==> src/rtl/reg4_share_arb_if.sv <==
// Bus between requesters and the shared-register arbiter.
// The arbiter takes the slave modport; requesters drive the master side.
interface reg4_share_arb_if #(
    parameter int unsigned N_REQ = 4,
    parameter int unsigned WIDTH = 4,
    parameter int unsigned IDW   = 2
);
    logic [N_REQ-1:0]       req;
    logic [N_REQ-1:0]       lock;
    logic [N_REQ*WIDTH-1:0] data;
    logic [N_REQ-1:0]       ack;
    logic [WIDTH-1:0]       q;
    logic [IDW-1:0]         owner;
    logic                   q_valid;
    logic                   locked;

    modport master (
        output req, lock, data,
        input  ack, q, owner, q_valid, locked
    );

    modport slave (
        input  req, lock, data,
        output ack, q, owner, q_valid, locked
    );
endinterface

==> src/rtl/reg4_share_arb.sv <==
// Round-robin write arbiter with lock ownership for one shared register.
// All outputs come straight from flops; one write per cycle at most.
module reg4_share_arb #(
    parameter int unsigned N_REQ = 4,
    parameter int unsigned WIDTH = 4,
    parameter int unsigned IDW   = 2
) (
    input logic              clk,
    input logic              rst_n,
    reg4_share_arb_if.slave  bus
);
    typedef enum logic [0:0] {StIdle, StOwned} state_e;

    localparam logic [IDW:0] NReqW = (IDW+1)'(N_REQ);

    state_e           state_q, state_d;
    logic [IDW-1:0]   own_q, own_d;
    logic [IDW-1:0]   ptr_q, ptr_d;
    logic [IDW-1:0]   owner_q;
    logic [IDW-1:0]   pick, win;
    logic [IDW:0]     win_inc;
    logic [N_REQ-1:0] ack_q, ack_d, elig;
    logic [WIDTH-1:0] q_q, win_data;
    logic             q_valid_q;
    logic             any_elig, wr;

    // A requester whose ack is showing is masked so a drop-on-ack gets one write.
    assign elig = bus.req & ~ack_q;

    always_comb begin
        logic [IDW:0] idx;
        idx      = '0;
        pick     = '0;
        any_elig = 1'b0;
        for (int unsigned off = 0; off < N_REQ; off++) begin
            idx = {1'b0, ptr_q} + (IDW+1)'(off);
            if (idx >= NReqW) idx = idx - NReqW;
            if (!any_elig && elig[idx[IDW-1:0]]) begin
                any_elig = 1'b1;
                pick     = idx[IDW-1:0];
            end
        end
    end

    always_comb begin
        state_d = state_q;
        own_d   = own_q;
        wr      = 1'b0;
        win     = pick;
        unique case (state_q)
            StIdle: begin
                if (any_elig) begin
                    wr = 1'b1;
                    if (bus.lock[pick]) begin
                        state_d = StOwned;
                        own_d   = pick;
                    end
                end
            end
            StOwned: begin
                win = own_q;
                if (elig[own_q]) begin
                    wr = 1'b1;
                    if (!bus.lock[own_q]) state_d = StIdle;
                end else if (!bus.req[own_q] && !bus.lock[own_q]) begin
                    state_d = StIdle;
                end
            end
            default: state_d = StIdle;
        endcase
    end

    always_comb begin
        win_data = '0;
        for (int unsigned i = 0; i < N_REQ; i++) begin
            if (win == IDW'(i)) win_data = bus.data[i*WIDTH +: WIDTH];
        end
    end

    // Pointer wraps at N_REQ, not at 2**IDW, so odd requester counts stay in range.
    assign win_inc = {1'b0, win} + (IDW+1)'(1);
    assign ptr_d   = (win_inc == NReqW) ? '0 : win_inc[IDW-1:0];
    assign ack_d   = wr ? (N_REQ'(1) << win) : '0;

    always_ff @(posedge clk or negedge rst_n) begin
        if (!rst_n) begin
            state_q   <= StIdle;
            own_q     <= '0;
            ptr_q     <= '0;
            owner_q   <= '0;
            ack_q     <= '0;
            q_q       <= '0;
            q_valid_q <= 1'b0;
        end else begin
            state_q <= state_d;
            own_q   <= own_d;
            ack_q   <= ack_d;
            if (wr) begin
                q_q       <= win_data;
                owner_q   <= win;
                ptr_q     <= ptr_d;
                q_valid_q <= 1'b1;
            end
        end
    end

    assign bus.ack     = ack_q;
    assign bus.q       = q_q;
    assign bus.owner   = owner_q;
    assign bus.q_valid = q_valid_q;
    assign bus.locked  = (state_q == StOwned);
endmodule

==> src/flat_wrapper.sv <==
// flat-port wrapper written by rule: the top's interface ports become plain ports
module reg4_share_arb_flat 
#(
    parameter int unsigned N_REQ = 4,
    parameter int unsigned WIDTH = 4,
    parameter int unsigned IDW   = 2
)
  (clk, rst_n, bus_req, bus_lock, bus_data, bus_ack, bus_q, bus_owner, bus_q_valid, bus_locked);
  reg4_share_arb_if #(.N_REQ(N_REQ), .WIDTH(WIDTH), .IDW(IDW)) bus_i ();
  input logic clk;
  input logic rst_n;
  input wire logic [$bits(bus_i.req)-1:0] bus_req;
  input wire logic [$bits(bus_i.lock)-1:0] bus_lock;
  input wire logic [$bits(bus_i.data)-1:0] bus_data;
  output wire logic [$bits(bus_i.ack)-1:0] bus_ack;
  output wire logic [$bits(bus_i.q)-1:0] bus_q;
  output wire logic [$bits(bus_i.owner)-1:0] bus_owner;
  output wire logic [$bits(bus_i.q_valid)-1:0] bus_q_valid;
  output wire logic [$bits(bus_i.locked)-1:0] bus_locked;
  assign bus_i.req = bus_req;
  assign bus_i.lock = bus_lock;
  assign bus_i.data = bus_data;
  assign bus_ack = bus_i.ack;
  assign bus_q = bus_i.q;
  assign bus_owner = bus_i.owner;
  assign bus_q_valid = bus_i.q_valid;
  assign bus_locked = bus_i.locked;
  reg4_share_arb #(.N_REQ(N_REQ), .WIDTH(WIDTH), .IDW(IDW)) u_core (.clk(clk), .rst_n(rst_n), .bus(bus_i));
endmodule
==> config.mk <==
export PLATFORM = sky130hd
export DESIGN_NAME = reg4_share_arb_flat
export DESIGN_NICKNAME = d
export VERILOG_FILES = /design/src/rtl/reg4_share_arb_if.sv /design/src/rtl/reg4_share_arb.sv /design/src/flat_wrapper.sv
export SDC_FILE = /design/constraint.sdc
export NUM_CORES = 1
export LEC_CHECK = 0
export BUFFER_PORTS_ARGS = -buffer_cell sky130_fd_sc_hd__buf_2
export CAP_MARGIN = 20
export CORE_ASPECT_RATIO = 1.4
export CORE_MARGIN = 4
export CORE_UTILIZATION = 49
export DETAILED_ROUTE_END_ITERATION = 8
export GPL_TIMING_DRIVEN = 0
export HOLD_SLACK_MARGIN = 0.05
export MAX_ROUTING_LAYER = met4
export PLACE_DENSITY = 0.78
export REMOVE_ABC_BUFFERS = 1
export SLEW_MARGIN = 15
export SYNTH_ARGS = -nofsm -noshare
export SYNTH_HDL_FRONTEND = slang
export SYNTH_SLANG_ARGS = --single-unit
==> constraint.sdc <==
create_clock -name clk -period 3.1 [get_ports clk]
set_clock_uncertainty 0.15 [all_clocks]
set_input_delay 0 -clock clk [delete_from_list [all_inputs] [get_ports clk]]
set_output_delay 0 -clock clk [all_outputs]
set_load 0.02 [all_outputs]
# --- After elaboration in Yosys (flattened, before gate mapping) ---
# Index checks and enable logic that the tools add are counted.
op_classes:
  addsub: 8
  multipliers: 0
  n_div: 0
  magnitude_cmp: 10
  eq_ne: 4
  shift: 1
  n_mux: 44
  bitwise_logic: 3
  n_reduce_logical: 11
ops:
  columns: ["operator", "n"]
  rows:
  - ["$mux W2", 10]
  - ["$mux W4", 5]
  - ["$mux W1", 19]
  - ["$lt A2 B3 Y1 const B", 6]
  - ["$bmux W1 S2", 8]
  - ["$ge A3 B3 Y1 const B", 3]
  - ["$sub A2 B1 Y2 const B", 4]
  - ["$add A2 B1 Y3 const B", 2]
  - ["$add A2 B2 Y3 const B", 2]
  - ["$logic_not A1 Y1", 5]
  - ["$and A4 B4 Y4", 1]
  - ["$eq A2 B2 Y1 const B", 2]
  - ["$logic_and A1 B1 Y1", 4]
  - ["$not A4 Y4", 1]
  - ["$pmux W1 S2", 2]
  - ["$shl A1 B2 Y4 const A", 1]
  - ["$eq A3 B3 Y1 const B", 1]
  - ["$ge A2 B3 Y1 const B", 1]
  - ["$reduce_and A3 Y1", 1]
  - ["$eq A2 B1 Y1 const B", 1]
  - ["$logic_not A2 Y1", 1]
  - ["$not A1 Y1", 1]
word_totals:
  register_bits: 16
  latch_bits: 0
  mem_bits_rw: 0
  rom_bits: 0
  input_bits: 26
  out_inout_bits: 12
  mem_count: 0

# --- Longest topological paths before layout ---
logic_depth:
  depth_word: 20
  mapped_depth: 11
  depth_no_buf: 11

# --- Least setup slack after synthesis ---
# Ideal clock, no wire load.
synth_timing:
  path_kind: "register -> register"
  from: "register u_core.ack_q[2], in the netlist u_core.bus.ack[2]"
  to: "register u_core.q_q[2], in the netlist u_core.bus.q[2]"
  setup_ns: 0.126
  t_arrival_ns: 2.492
  path_slack_ns: 0.332
  path_stages_with_launch: 12
  path_cell_list: "dfrtp_1 -> nand2b_1 -> a41oi_4 -> o221ai_2 -> o311ai_4 -> inv_1 -> ha_1 -> nor2b_1 -> a221oi_1 -> nor3_1 -> a21oi_1 -> o21ai_0"
synth_between:
  elab_chain_len: 20
synth_rtl:
  columns: ["element", "line_no", "rtl"]
  rows:
  - ["start: declaration", "reg4_share_arb.sv:22", "logic [N_REQ-1:0] ack_q, ack_d, elig;"]
  - ["start signal: assignment", "reg4_share_arb.sv:97", "ack_q <= ack_d;"]
  - ["$not A4 Y4 *", "reg4_share_arb.sv:28", "assign elig = bus.req & ~ack_q;"]
  - ["$and A4 B4 Y4 *", "reg4_share_arb.sv:28", null]
  - ["$bmux W1 S2", "reg4_share_arb.sv:38", "if (!any_elig && elig[idx[IDW-1:0]]) begin"]
  - ["$mux W1 (not written as such)", "reg4_share_arb.sv:38", null]
  - ["$mux W1", "reg4_share_arb.sv:38", null]
  - ["$logic_not A1 Y1", "reg4_share_arb.sv:38", null]
  - ["$logic_and A1 B1 Y1", "reg4_share_arb.sv:38", null]
  - ["$mux W1", "reg4_share_arb.sv:38", null]
  - ["(+3 left out)", null, null]
  - ["$logic_not A1 Y1", "reg4_share_arb.sv:38", null]
  - ["$logic_and A1 B1 Y1", "reg4_share_arb.sv:38", null]
  - ["$mux W2 *", "reg4_share_arb.sv:38", null]
  - ["$mux W2 *", "reg4_share_arb.sv:50", "unique case (state_q)"]
  - ["net u_core.win[0]", "reg4_share_arb.sv:20", "logic [IDW-1:0] pick, win;"]
  - ["$logic_not A2 Y1", "reg4_share_arb.sv:76", "if (win == IDW'(i)) win_data = bus.data[i*WIDTH +: WIDTH];"]
  - ["$mux W4 (3 in a row)", "reg4_share_arb.sv:76", null]
  - ["$mux W4 *", "reg4_share_arb.sv:76", null]
  - ["end signal: assignment", "reg4_share_arb.sv:99", "q_q <= win_data;"]
  - ["end: declaration", "reg4_share_arb.sv:23", "logic [WIDTH-1:0] q_q, win_data;"]
# The timed path passes the listed nets; every way through them passes the cells marked *. The select of a mux whose other input is x is not followed.
# A chain may end at the register's enable or synchronous reset.

# --- Worst setup path in the final report ---
layout_timing:
  from: "register u_core.ptr_q[0]"
  to: "register u_core.q_q[3], in the netlist u_core.bus.q[3]"
layout_between:
  elab_chain_len: 20
layout_rtl:
  columns: ["element", "line_no", "rtl"]
  rows:
  - ["start: declaration", "reg4_share_arb.sv:18", "logic [IDW-1:0] ptr_q, ptr_d;"]
  - ["start signal: assignment", "reg4_share_arb.sv:101", "ptr_q <= ptr_d;"]
  - ["parallel branches: the longest is 13 deep, another holds $add A2 B1 Y3", null, null]
  - ["$mux W2 *", "reg4_share_arb.sv:38", null]
  - ["$mux W2 *", "reg4_share_arb.sv:50", null]
  - ["net u_core.win[1]", "reg4_share_arb.sv:20", null]
  - ["$logic_not A2 Y1", "reg4_share_arb.sv:76", null]
  - ["$mux W4 (3 in a row)", "reg4_share_arb.sv:76", null]
  - ["$mux W4 *", "reg4_share_arb.sv:76", null]
# Mark *: on every way through the listed nets, which the timed path passes. The select of a mux whose other input is x is not followed.

==> impl_metrics.tcl <==
set metrics [dict create \
    outcome "completed" \
    clock_edge_transition_at_the_registers_on_the_reported_setup_and_hold_paths_ns 0.09 \
    synth_cell_types 41 \
    postSynthCellCount 116 \
    setup-tns-final_ns 0 \
    edff_count_synth 0 \
    synth_area_um2 1130 \
    tritoncts "done" \
    grt_antenna_before_repair 0 \
    final_design_area_no_fill_um2 1520 \
    cts_max_path_buffers 2 \
    power.density_cell_area_nw_per_um2 1060 \
    global_route.usage.total_pct 20.1 \
    crit_required_ns 3.11 \
    wl_um 2890 \
    num-nets-final 201 \
    htree_num_levels 1 \
    post-route-period-util_pct 94.0 \
    floorplan.die.width_um 48.7 \
    avgRoutedWirePerCell_um 15.0 \
    mostFrequentLayoutCells "sky130_fd_sc_hd__buf_2, sky130_fd_sc_hd__dfrtp_1, sky130_fd_sc_hd__dlygate4sd3_1" \
    tightest_slew_ns 0.680 \
    reg2reg_depth 11 \
    grt_use_met1_pct 20.4 \
    cts_num_sinks 16 \
    largest_cells_by_area_after_synthesis "sky130_fd_sc_hd__dfrtp_1, sky130_fd_sc_hd__nor2b_1, sky130_fd_sc_hd__ha_1" \
    finalWorstPathRequiredPeriod_ns 2.91 \
    drc_markers 0 \
    hold_path.class "in -> reg" \
    die_y_um 64.9 \
    critPathKind "reg -> reg" \
    ys_seq_elements 16 \
    pin_count_of_the_biggest_net_entering_global_routing 19 \
    synthesis.area_per_instance_um2 9.77 \
    grt_util_met3_pct 2.76 \
    drt_iter0_drc 35 \
    routed-via-count 1142 \
    layout.cells.most_common "sky130_fd_sc_hd__buf_2" \
    row_count 20 \
    initial_core_util_pct 51.5 \
    fill_cells 180 \
    viasPerCell 5.95 \
    netlist.area_leader.share_pct 35.3 \
    synthDominantAreaCellType "sky130_fd_sc_hd__dfrtp_1" \
    numCtsBuffers 3 \
    clk-insertion-delay-late_ns 0.29 \
    maxClockFrequency_ghz 0.343 \
    first_pass_grt_wire_length_um 5000 \
    placed_cells_incl_taps 173 \
    layout_setup_ws_ns 0.186 \
    gr_layer_usage_met2_pct 36.3 \
    floorplan.core_area_um2 2200 \
    post_detailed_route_count_of_antenna_violating_nets 0 \
    final_hold_fails 0 \
    critPathCaptureType "flop" \
    finalSetupViolations 0 \
    vias_in_the_first_global_route 1143 \
    synth-main-ff-cell "sky130_fd_sc_hd__dfrtp_1" \
    power.leakage_nw 0.710 \
    grt_setup_unrepaired "no" \
    dieArea_um2 3160 \
    cp_max_fo 6 \
    yosys_warnings 0 \
    timing.max_slew.rel_slack_pct 54.5 \
    drive_gt1_share_pct 32.4 \
    hpwl_um 2090 \
    finalNonFillerCells 192 \
    irDropWorstVdd_mv 0.610 \
    synth-seq-area-share_pct 35.3 \
    overflow 0 \
    grt.busiest_layer "met2" \
    firstDrtPassIters 5 \
    synth-async-reset-ratio_pct 100 \
    finish.utilization_pct 69.1 \
    area.growth.synth_to_final_pct 34.3 \
    dpl_cell_area_um2 1330 \
    final-max-slew-violation-count 0 \
    io_pins 38 \
    antenna-diode-count 0 \
    worstSetupStartpointType "flop" \
    maxCapViolations 0 \
    arrival_ns 2.92 \
    whs_path_depth 5 \
    pre_cts_ws_ns 0.0532 \
    total_power_mw 1.61 \
    replace_congestion 0.963 \
    clk_root_buffer_cell "sky130_fd_sc_hd__clkbuf_4" \
    port_bufs 37 \
    hold_ws_ns 0.0669 \
]
## power by group
part           switching (mW)  internal, mW
Clock                  0.0634        0.0716
Combinational           0.579         0.488
Sequential              0.105         0.307
Total                   0.747         0.866
## sequential cells by signal, indices dropped and copies added (netlist names)
register / flops
u_core.bus.ack: 4
u_core.bus.locked: 1
u_core.ptr_q: 2
u_core.bus.q: 4
u_core.bus.q_valid: 1
u_core.bus.owner: 2
u_core.own_q: 2
## final timing paths
path                                                 from                             end  slack, ns
hold / removal                                bus_data[0]     u_core.bus.q[0]$_DFFE_PN0P_       0.07
min in group asynchronous                           rst_n     u_core.bus.ack[3]$_DFF_PN0_       0.66
setup / recovery              u_core.ptr_q[0]$_DFFE_PN0P_     u_core.bus.q[3]$_DFFE_PN0P_       0.19
setup reg to reg              u_core.ptr_q[0]$_DFFE_PN0P_     u_core.bus.q[3]$_DFFE_PN0P_       0.19
max in group asynchronous                           rst_n     u_core.bus.ack[1]$_DFF_PN0_       1.71
hold reg to reg            u_core.bus.q_valid$_DFFE_PN0P_  u_core.bus.q_valid$_DFFE_PN0P_       0.31
## layout make-up
class,count,area [um^2],share of cell area (%)
inverters,7,26.3,1.73
well taps,22,27.5,1.81
repair buffers,52,333,21.9
multi-input cells,91,699,45.9
clock buffers,4,36.3,2.38
flip-flops and latches,16,400,26.3
## worst max-delay path: stages (launching register included)
cell	delay [ns]
sky130_fd_sc_hd__dfrtp_1	0.47
sky130_fd_sc_hd__or4b_4	0.58
sky130_fd_sc_hd__o21ai_0	0.17
sky130_fd_sc_hd__a211oi_2	0.11
sky130_fd_sc_hd__a21o_1	0.22
sky130_fd_sc_hd__inv_1	0.09
sky130_fd_sc_hd__ha_1	0.29
sky130_fd_sc_hd__nor2b_2	0.11
sky130_fd_sc_hd__a221oi_1	0.28
sky130_fd_sc_hd__nor3_1	0.07
sky130_fd_sc_hd__a21oi_1	0.14
sky130_fd_sc_hd__o21ai_0	0.09
## timing repair
item,4_1_cts,5_1_grt
hold buffers,14,0
gates resized for setup,0,2
endpoints found under the setup margin,0,4
buffers inserted,0,1
endpoints found under the hold margin,22,0
## cells by family after synthesis
group,Yosys count,share of synthesized area [%]
simple gates,45,23.1
compound gates,38,28.7
flops,16,35.3
buf+inv,9,3.64
mux,4,4.86
fa+ha+maj,4,4.42
## synth_stat cells, types with 2 or more instances
| cell type | count |
|---|---|
| sky130_fd_sc_hd__a211oi_1 | 2 |
| sky130_fd_sc_hd__a21o_1 | 3 |
| sky130_fd_sc_hd__a21oi_1 | 5 |
| sky130_fd_sc_hd__a221oi_1 | 4 |
| sky130_fd_sc_hd__a32o_1 | 2 |
| sky130_fd_sc_hd__and2b_1 | 2 |
| sky130_fd_sc_hd__dfrtp_1 | 16 |
| sky130_fd_sc_hd__ha_1 | 4 |
| sky130_fd_sc_hd__inv_1 | 7 |
| sky130_fd_sc_hd__nand2_1 | 7 |
| sky130_fd_sc_hd__nand2b_1 | 5 |
| sky130_fd_sc_hd__nand3_1 | 3 |
| sky130_fd_sc_hd__nor2_1 | 4 |
| sky130_fd_sc_hd__nor2b_1 | 11 |
| sky130_fd_sc_hd__nor3_1 | 6 |
| sky130_fd_sc_hd__o21a_1 | 2 |
| sky130_fd_sc_hd__o21ai_0 | 7 |
| sky130_fd_sc_hd__o21ai_1 | 2 |
| sky130_fd_sc_hd__o31a_1 | 2 |
## layer usage
layer | up-vias | share of wire, %
met5 | - | 0
met4 | 0 | 2.8
met3 | 11 | 8.4
met2 | 72 | 54
met1 | 520 | 35
li1 | 539 | -
Note: power is estimated with default switching activity, not from simulation.
